$ cat config.mk
export PLATFORM = sky130hd
export DESIGN_NAME = mem_port_arbiter
export DESIGN_NICKNAME = d
export VERILOG_FILES = /design/src/rtl/mem_port_arbiter.sv
export SDC_FILE = /design/constraint.sdc
export NUM_CORES = 1
export LEC_CHECK = 0
export BUFFER_PORTS_ARGS = -buffer_cell sky130_fd_sc_hd__buf_2
export CAP_MARGIN = 0
export CORE_MARGIN = 1.5
export CORE_UTILIZATION = 47
export CTS_CLUSTER_SIZE = 30
export DETAILED_ROUTE_END_ITERATION = 6
export PLACE_DENSITY = 0.95
export SLEW_MARGIN = 30
export SYNTH_ARGS = -nofsm -noshare
export SYNTH_HDL_FRONTEND = slang
export SYNTH_SLANG_ARGS = --single-unit
$ cat constraint.sdc
create_clock -name i_clk -period 2.5 [get_ports i_clk]
set_clock_uncertainty 0.1 [all_clocks]
set_input_delay 0.125 -clock i_clk [delete_from_list [all_inputs] [get_ports i_clk]]
set_output_delay 0.125 -clock i_clk [all_outputs]
set_load 0.02 [all_outputs]
$ cat src/rtl/mem_port_arbiter.sv
// Two-requester (fetch / LSU) arbiter onto a single memory port with ack timeout.
// Define ARB_RR_EN for round-robin tie-breaking; otherwise the LSU has fixed priority.
module mem_port_arbiter #(
    parameter int TIMEOUT_CYC = 15
) (
    input  logic        i_clk,
    input  logic        i_reset,
    input  logic        i_if_req,
    input  logic [31:0] i_if_addr,
    output logic        o_if_gnt,
    output logic        o_if_rvalid,
    input  logic        i_ls_req,
    input  logic        i_ls_wren,
    input  logic [31:0] i_ls_addr,
    input  logic [31:0] i_ls_wdata,
    input  logic [3:0]  i_ls_strb,
    output logic        o_ls_gnt,
    output logic        o_ls_rvalid,
    output logic [31:0] o_rdata,
    output logic        o_err,
    output logic        o_mem_req,
    output logic        o_mem_wren,
    output logic [31:0] o_mem_addr,
    output logic [31:0] o_mem_wdata,
    output logic [3:0]  o_mem_strb,
    input  logic [31:0] i_mem_rdata,
    input  logic        i_mem_ack,
    output logic        o_busy
);

    typedef enum logic [1:0] {IDLE, BUSY, RESP} state_t;

    localparam logic [7:0] CNT_LAST = 8'(TIMEOUT_CYC - 1);

    state_t     state;
    state_t     state_nxt;
    logic [7:0] cnt;
    logic       owner_ls;
    logic       pick_ls;
    logic       grant;

`ifdef ARB_RR_EN
    logic       last_ls;

    // On a tie the requester that did not win last time goes first.
    assign pick_ls = i_ls_req && (!i_if_req || !last_ls);

    always_ff @(posedge i_clk) begin
        if (!i_reset) begin
            last_ls <= 1'b0;
        end else if (grant) begin
            last_ls <= pick_ls;
        end
    end
`else
    assign pick_ls = i_ls_req;
`endif

    assign grant       = (state == IDLE) && (i_if_req || i_ls_req);
    assign o_busy      = (state != IDLE);
    assign o_mem_req   = (state == BUSY);
    assign o_if_rvalid = (state == RESP) && !owner_ls;
    assign o_ls_rvalid = (state == RESP) && owner_ls;

    always_ff @(posedge i_clk) begin
        if (!i_reset) begin
            state <= IDLE;
        end else begin
            state <= state_nxt;
        end
    end

    always_comb begin
        state_nxt = state;
        o_if_gnt  = 1'b0;
        o_ls_gnt  = 1'b0;
        case (state)
            IDLE: begin
                if (grant) begin
                    state_nxt = BUSY;
                    o_ls_gnt  = pick_ls;
                    o_if_gnt  = !pick_ls;
                end
            end
            BUSY: begin
                // An ack in the timeout cycle still completes normally.
                if (i_mem_ack || cnt == CNT_LAST) begin
                    state_nxt = RESP;
                end
            end
            RESP:    state_nxt = IDLE;
            default: state_nxt = IDLE;
        endcase
    end

    always_ff @(posedge i_clk) begin
        if (!i_reset) begin
            cnt         <= 8'd0;
            owner_ls    <= 1'b0;
            o_mem_wren  <= 1'b0;
            o_mem_addr  <= 32'd0;
            o_mem_wdata <= 32'd0;
            o_mem_strb  <= 4'd0;
            o_rdata     <= 32'd0;
            o_err       <= 1'b0;
        end else begin
            case (state)
                IDLE: begin
                    if (grant) begin
                        cnt      <= 8'd0;
                        owner_ls <= pick_ls;
                        if (pick_ls) begin
                            o_mem_wren  <= i_ls_wren;
                            o_mem_addr  <= i_ls_addr;
                            o_mem_wdata <= i_ls_wdata;
                            o_mem_strb  <= i_ls_strb;
                        end else begin
                            o_mem_wren  <= 1'b0;
                            o_mem_addr  <= i_if_addr;
                            o_mem_wdata <= 32'd0;
                            o_mem_strb  <= 4'hF;
                        end
                    end
                end
                BUSY: begin
                    if (i_mem_ack) begin
                        o_rdata <= o_mem_wren ? 32'd0 : i_mem_rdata;
                        o_err   <= 1'b0;
                    end else begin
                        cnt <= cnt + 8'd1;
                        if (cnt == CNT_LAST) begin
                            o_rdata <= 32'd0;
                            o_err   <= 1'b1;
                        end
                    end
                end
                default: ;
            endcase
        end
    end

endmodule

==> results of run 1 <==
## per-layer routing
layer / global-route usage, % / part of all wire [%] / vias up / wire length [um]
met3: 9.71 / 8.5 / 113 / 1580
met4: 24.4 / 6.3 / 0 / 1180
met2: 67.8 / 50 / 410 / 9300
met1: 40.1 / 35 / 2489 / 6500
met5: 0 / 0 / - / 0
li1: - / - / 2356 / -
## Yosys cell counts
cell / instances
a21o_1: 15
a21oi_1: 36
a21oi_2: 1
a22o_1: 47
a31oi_1: 18
a31oi_2: 1
a41oi_1: 1
and2_1: 2
and3b_1: 1
and4_1: 1
buf_2: 15
buf_4: 3
buf_6: 2
clkbuf_1: 12
clkbuf_2: 1
clkinv_1: 1
dfxtp_1: 113
ha_1: 2
inv_1: 4
inv_2: 1
nand2_1: 74
nand2b_1: 1
nand3_1: 3
nand3b_1: 19
nand4_1: 3
nor2_1: 17
nor2_2: 1
nor3_1: 2
nor3_4: 1
nor3b_1: 1
nor4_2: 1
o21a_4: 1
o21ai_0: 32
o21ai_1: 3
o22ai_1: 5
or3_1: 3
xor2_1: 4
## critical path: cells and delay by family, from the launching register on
family                 cells  cell delay, ns
AO/OA/AOI/OAI              1            0.13
buffers and inverters      2            1.03
AND/OR/NAND/NOR            3            0.57
flip-flops                 1            0.46
## flip-flops by register name, summed over array words and instances (netlist names)
register / flops
state: 2
o_mem_wdata: 32
o_mem_wren: 1
o_mem_addr: 32
o_mem_strb: 4
o_rdata: 32
owner_ls: 1
o_err: 1
cnt: 8
## cell families after synthesis
kind of cell	Yosys count
fa+ha+maj	2
flops	113
compound gates	160
buf+inv	39
xor+xnor	4
simple gates	130
## cell usage in the layout (no fill, tap or decap), types with 3 or more instances in the layout
| cell | n |
|---|---|
| bufinv_16 | 3 |
| o21ai_0 | 31 |
| nor2_1 | 15 |
| a31oi_1 | 18 |
| o21ai_1 | 3 |
| buf_2 | 245 |
| a21o_1 | 15 |
| nand2_1 | 74 |
| nand4_1 | 3 |
| dfxtp_1 | 113 |
| inv_1 | 3 |
| o22ai_1 | 5 |
| clkbuf_16 | 16 |
| or3_1 | 3 |
| nand3b_1 | 19 |
| clkinvlp_4 | 3 |
| a21oi_1 | 36 |
| dlygate4sd3_1 | 136 |
| buf_4 | 7 |
| clkinv_4 | 5 |
| nand3_1 | 3 |
| a22o_1 | 47 |
| inv_6 | 3 |
| xor2_1 | 4 |
## timing repair
action,in CTS,in global routing
setup endpoints to repair,0,17
setup buffers,0,0
endpoints found under the hold margin,112,0
hold buffers,136,0
gates resized for setup,0,2
## power breakdown
| group | internal [mW] | switching, mW |
|---|---|---|
| combinational | 0.466 | 0.585 |
| clock | 1.56 | 0.897 |
| sequential | 1.93 | 0.0879 |
## stage by stage
step / setup TNS, ns / util [%] / hold WS [ns] / std cells / power [mW]
after floorplan: 0 / - / 0.135 / 448 / 2.51
after detailed placement: 0 / 62.9 / 0.224 / 775 / 2.82
after global routing: -0.00110 / 85.8 / 0.102 / 944 / 5.69
after CTS: 0 / 85.6 / 0.173 / 943 / 5.45
final: 0 / 85.8 / 0.125 / 945 / 5.53
after global placement: 0 / 62.9 / 0.217 / 775 / 2.79
## path summary, 6_finish.rpt
path                            depth (start not counted)  slack, ns           start              to
worst max-delay path                                    6       0.08        state[0]  o_mem_addr[16]
worst min-delay path                                    3       0.13        i_if_req        state[0]
worst min register to register                          1       0.37  o_mem_wdata[9]  o_mem_wdata[9]
worst max register to register                          6       0.08        state[0]  o_mem_addr[16]
## layout make-up
type,count,area (sq um)
Clock buffer,18,428
Inverter,6,26.3
Fill cell,392,1230
Sequential cell,113,2260
Tap cell,108,135
Antenna cell,2,5.00
Clock inverter,14,180
Timing Repair Buffer,388,2640
Multi-Input combinational cell,296,1770
==> flow_summary.toml, run 1 <==
[drt]
firstDrtPassIters = 7
routed_wl_um = 18600
via_per_inst = 5.68
drc_errors = 0
drt_iter0_markers = 330
wl_per_cell_um = 19.6
drtAntennaViolNets = 0
dr_total_vias = 5368

[sta]
slew_viol_final = 0
worst_slew_pin_slew_ns = 0.596
post-route-min-period_ns = 2.42
setup_viol = 0
period_share_pct = 96.8
finalWorstSetupSlack_ns = 0.0799
finalHoldViolCount = 0
relSlewSlack_pct = 60.2
fmax_mhz = 413

[global_route]
grt_max_degree = 58
grt_usage_pct = 38.3
antenna_found_initial = 1
overflow = 0
grt_pass1_vias = 5607
grt_pass1_wl_um = 28700

[worst_setup_path]
path_cells = "nor2_2, nand2_1, clkinvlp_4, nand2_1, a31oi_1, dlygate4sd3_1"
startpoint_type = "flip-flop"
worst-path-max-fanout = 19
crit_required_ns = 2.77
slowest_delay_ns = 0.62
crit_slowest_cell = "dlygate4sd3_1"
cp_common_cell = "nand2_1"
critPathCaptureType = "flip-flop"
critPathKind = "reg2reg"
arrival_ns = 2.69

[run]
maxCapViolCount = 0

[clock_network]
htreeDepth = 4
tritoncts = "built"
cts.sinks = 113
clock_path_buffers = 2
clkLatencyLatePin_ns = 0.49
ctsRootBufferMaster = "clkbuf_8"
cts_buffers = 17
path_clk_slew_ns = 0.06

[power]
power.density_nw_per_um2 = 743
ir_drop_v = 0.000484
p_leak_nw = 3.62

[synthesis]
yosysTopAreaCell = "dfxtp_1"
synthSimpleGateAreaFrac_pct = 14.9
synth-seq-area-share_pct = 53.7
synth.top_cell.area_share_pct = 53.7
netlist_instances = 448
synth_mux_area_share_pct = 0
synth_compound_area_share_pct = 25.4
syn_avg_cell_area_sq_um = 9.40
ys_types = 37
synth-xor-area-share_pct = 0.832
syn_area_sq_um = 4210
yosysWarnings = 0
synth_top_family_by_area = "compound AO/OA/AOI/OAI gates"
synth_seq_cells = 113
synth_area_leaders = "dfxtp_1, a22o_1, nand2_1, a21oi_1, o21ai_0"
syn_nets = 588
synthAdderAreaFrac_pct = 0.595

[placement]
dpl_cell_area_sq_um = 5460
dp_slack_ns = 0.686
gp_routability_congestion = 0.838
dp_hpwl_um = 9040
portBuffers = 245

[hold_path]
hold_class = "in2reg"

[floorplan]
die-area_sq_um = 9530
chipHeight_um = 97.6
core-area_sq_um = 8680
floorplan.initialDensity_pct = 48.5
io_pins = 246
rows = 34
die_w_um = 97.6

[layout]
drive_gt1_share_pct = 35.3
area_delta_synth_final_pct = 76.9
final_nets = 962
final_area_sq_um = 7440

[outcome]
status = "finished, final reports clean"
(Power assumes the default switching activity.)
==> run 2: changes to the inputs <==
--- a/config.mk
+++ b/config.mk
@@ -7,8 +7,10 @@
 export LEC_CHECK = 0
 export BUFFER_PORTS_ARGS = -buffer_cell sky130_fd_sc_hd__buf_2
 export CAP_MARGIN = 0
+export CELL_PAD_IN_SITES_DETAIL_PLACEMENT = 0
+export CELL_PAD_IN_SITES_GLOBAL_PLACEMENT = 1
 export CORE_MARGIN = 1.5
-export CORE_UTILIZATION = 47
+export CORE_UTILIZATION = 33
 export CTS_CLUSTER_SIZE = 30
 export DETAILED_ROUTE_END_ITERATION = 6
 export PLACE_DENSITY = 0.95
==> run 2 against run 1 <==
Against the previous run:
- critical path depth unchanged
- largest cell class unchanged
- clock power fell by 13%
- first-iteration DRC count fell by 18%
- sequential share of layout area increased by 0.092 points
- non-clock buffer count decreased by 1
- final cell count rose by 6.2%
- power shrank 7.1%
- hold slack got worse by 0.029 ns
- combinational power decreased by 5%
- critical path type unchanged
- highest routed layer unchanged
- register-to-register slack improved by 0.11 ns
==> flow_summary.toml, run 2 (synthesis gave the netlist of run 1 again) <==
[global_route]
grt_usage_pct = 21.0
grt_pass1_wl_um = 22000
grt_max_degree = 58
antenna_found_initial = 0
overflow = 0
grt_pass1_vias = 4631

[sta]
grt_setup_unrepaired = "false"
slew_viol_final = 0
post-route-min-period_ns = 2.31
fmax_mhz = 432
setup_tns_ns = 0
period_share_pct = 92.6
finalHoldViolCount = 0
worst_slew_pin_slew_ns = 0.600
relSlewSlack_pct = 60.0
setup_viol = 0

[placement]
dp_hpwl_um = 8010
gp_routability_congestion = 0.794
portBuffers = 245

[floorplan]
chipHeight_um = 116
floorplan.initialDensity_pct = 33.6
die-area_sq_um = 13400
io_pins = 246
core-area_sq_um = 12500
rows = 41
die_w_um = 116

[run]
maxCapViolCount = 0

[worst_setup_path]
cp_common_cell = "nand2_1"
cp_num_buf_inv = 2
startpoint_type = "flip-flop"
crit_slowest_cell = "dlygate4sd3_1"
arrival_ns = 2.50
crit_required_ns = 2.69
cp_top_family = "buffers and inverters"
path_cells = "nor2_2, nand2_1, clkinvlp_4, nand2_1, a31oi_1, dlygate4sd3_1"
worst-path-max-fanout = 19
critPathCaptureType = "flip-flop"
critPathKind = "reg2reg"
slowest_delay_ns = 0.60

[layout]
fill_cells = 1098
reg_top3 = "o_mem_addr (32), o_mem_wdata (32), o_rdata (32)"
final_common_cell = "buf_2"
drive_gt1_share_pct = 34.9
final_util_pct = 59.3
area_delta_synth_final_pct = 76.3
n_antenna_cell = 0
final_cell_mix = "buf_2, dlygate4sd3_1, dfxtp_1"
final_nets = 961

[drt]
firstDrtPassIters = 5
routed_wl_um = 14500
dr_total_vias = 4740
drtAntennaViolNets = 0
wl_per_cell_um = 14.5
drc_errors = 0
drt_iter0_markers = 269
via_per_inst = 4.72

[power]
internal-power_mw = 3.75
comb_power_share_pct = 19.4
p_switching_mw = 1.39
power_frac_clock_pct = 41.5
power.density_nw_per_um2 = 692
ir_drop_v = 0.000401
swShare_pct = 27.1
p_leak_nw = 3.59
seqPwrFrac_pct = 39.0

[hold_path]
hold_class = "in2reg"

[clock_network]
clock_path_buffers = 2
htreeDepth = 4
path_clk_slew_ns = 0.05
tritoncts = "built"
postCtsSetupBuffers = 0
cts_buffers = 17
clkLatencyLatePin_ns = 0.41
ctsRootBufferMaster = "clkbuf_16"
cts.sinks = 113

[outcome]
status = "finished, final reports clean"
==> run 2: tightest hold or removal path: stages <==
cell and delay, ns:
buf_2 0.11, o21ai_1 0.07, nand2_1 0.17, nor2_1 0.07
==> run 2: area by class of cell <==
cell class,count,area [sq um],share of cell area [%]
Sequential cell,113,2260,30.5
Clock buffer,24,492,6.63
Clock inverter,6,32.5,0.438
Timing Repair Buffer,387,2630,35.4
Inverter,6,26.3,0.354
Multi-Input combinational cell,296,1760,23.8
Tap cell,172,215,2.90
==> run 2: power groups by stage <==
| stage | clock (mW) | combinational [mW] | sequential [mW] |
|---|---|---|---|
| finish | 2.13 | 0.999 | 2.01 |
| detailed placement | 0 | 0.785 | 2.03 |
| global route | 2.28 | 1.07 | 2.02 |
| global placement | 0 | 0.779 | 2.03 |
| CTS | 2.18 | 0.979 | 2.00 |
| floorplan | 0 | 0.323 | 2.19 |
==> run 2: path summary, 6_finish.rpt <==
| kind | cells after the start | to | slack, ns | from |
|---|---|---|---|---|
| hold / removal | 4 | cnt[3] | 0.1 | i_if_req |
| setup / recovery | 6 | o_mem_addr[9] | 0.19 | state[0] |
| hold reg to reg | 2 | o_rdata[12] | 0.37 | o_rdata[12] |
| setup reg to reg | 6 | o_mem_addr[9] | 0.19 | state[0] |
==> run 2: through the flow <==
step                cells  hold slack, ns  power, mW  cell area (sq um)  setup slack (ns)
floorplan             448           0.135       2.51               4210             0.993
global placement      839           0.221       2.81               5540             0.711
detailed placement    839           0.223       2.82               5540             0.668
CTS                  1004          0.0851       5.16               7420             0.135
global route         1004           0.122       5.37               7420           0.00723
finish               1004          0.0958       5.14               7420             0.186
==> run 2: layer usage <==
metal	global-route usage (%)	share of wire (%)	vias up	wire length, um
li1	-	-	2351	-
met1	23.2	41	2188	5970
met2	37.4	51	177	7400
met3	5.86	5.6	24	817
met4	9.59	2.2	0	324
met5	0	0	-	0
==> run 2: repair_timing <==
| action | in CTS | in global routing |
|---|---|---|
| endpoints found under the hold margin | 104 | 0 |
| setup endpoints to repair | 0 | 18 |
| gates resized for setup | 0 | 1 |
| hold buffers | 135 | 0 |
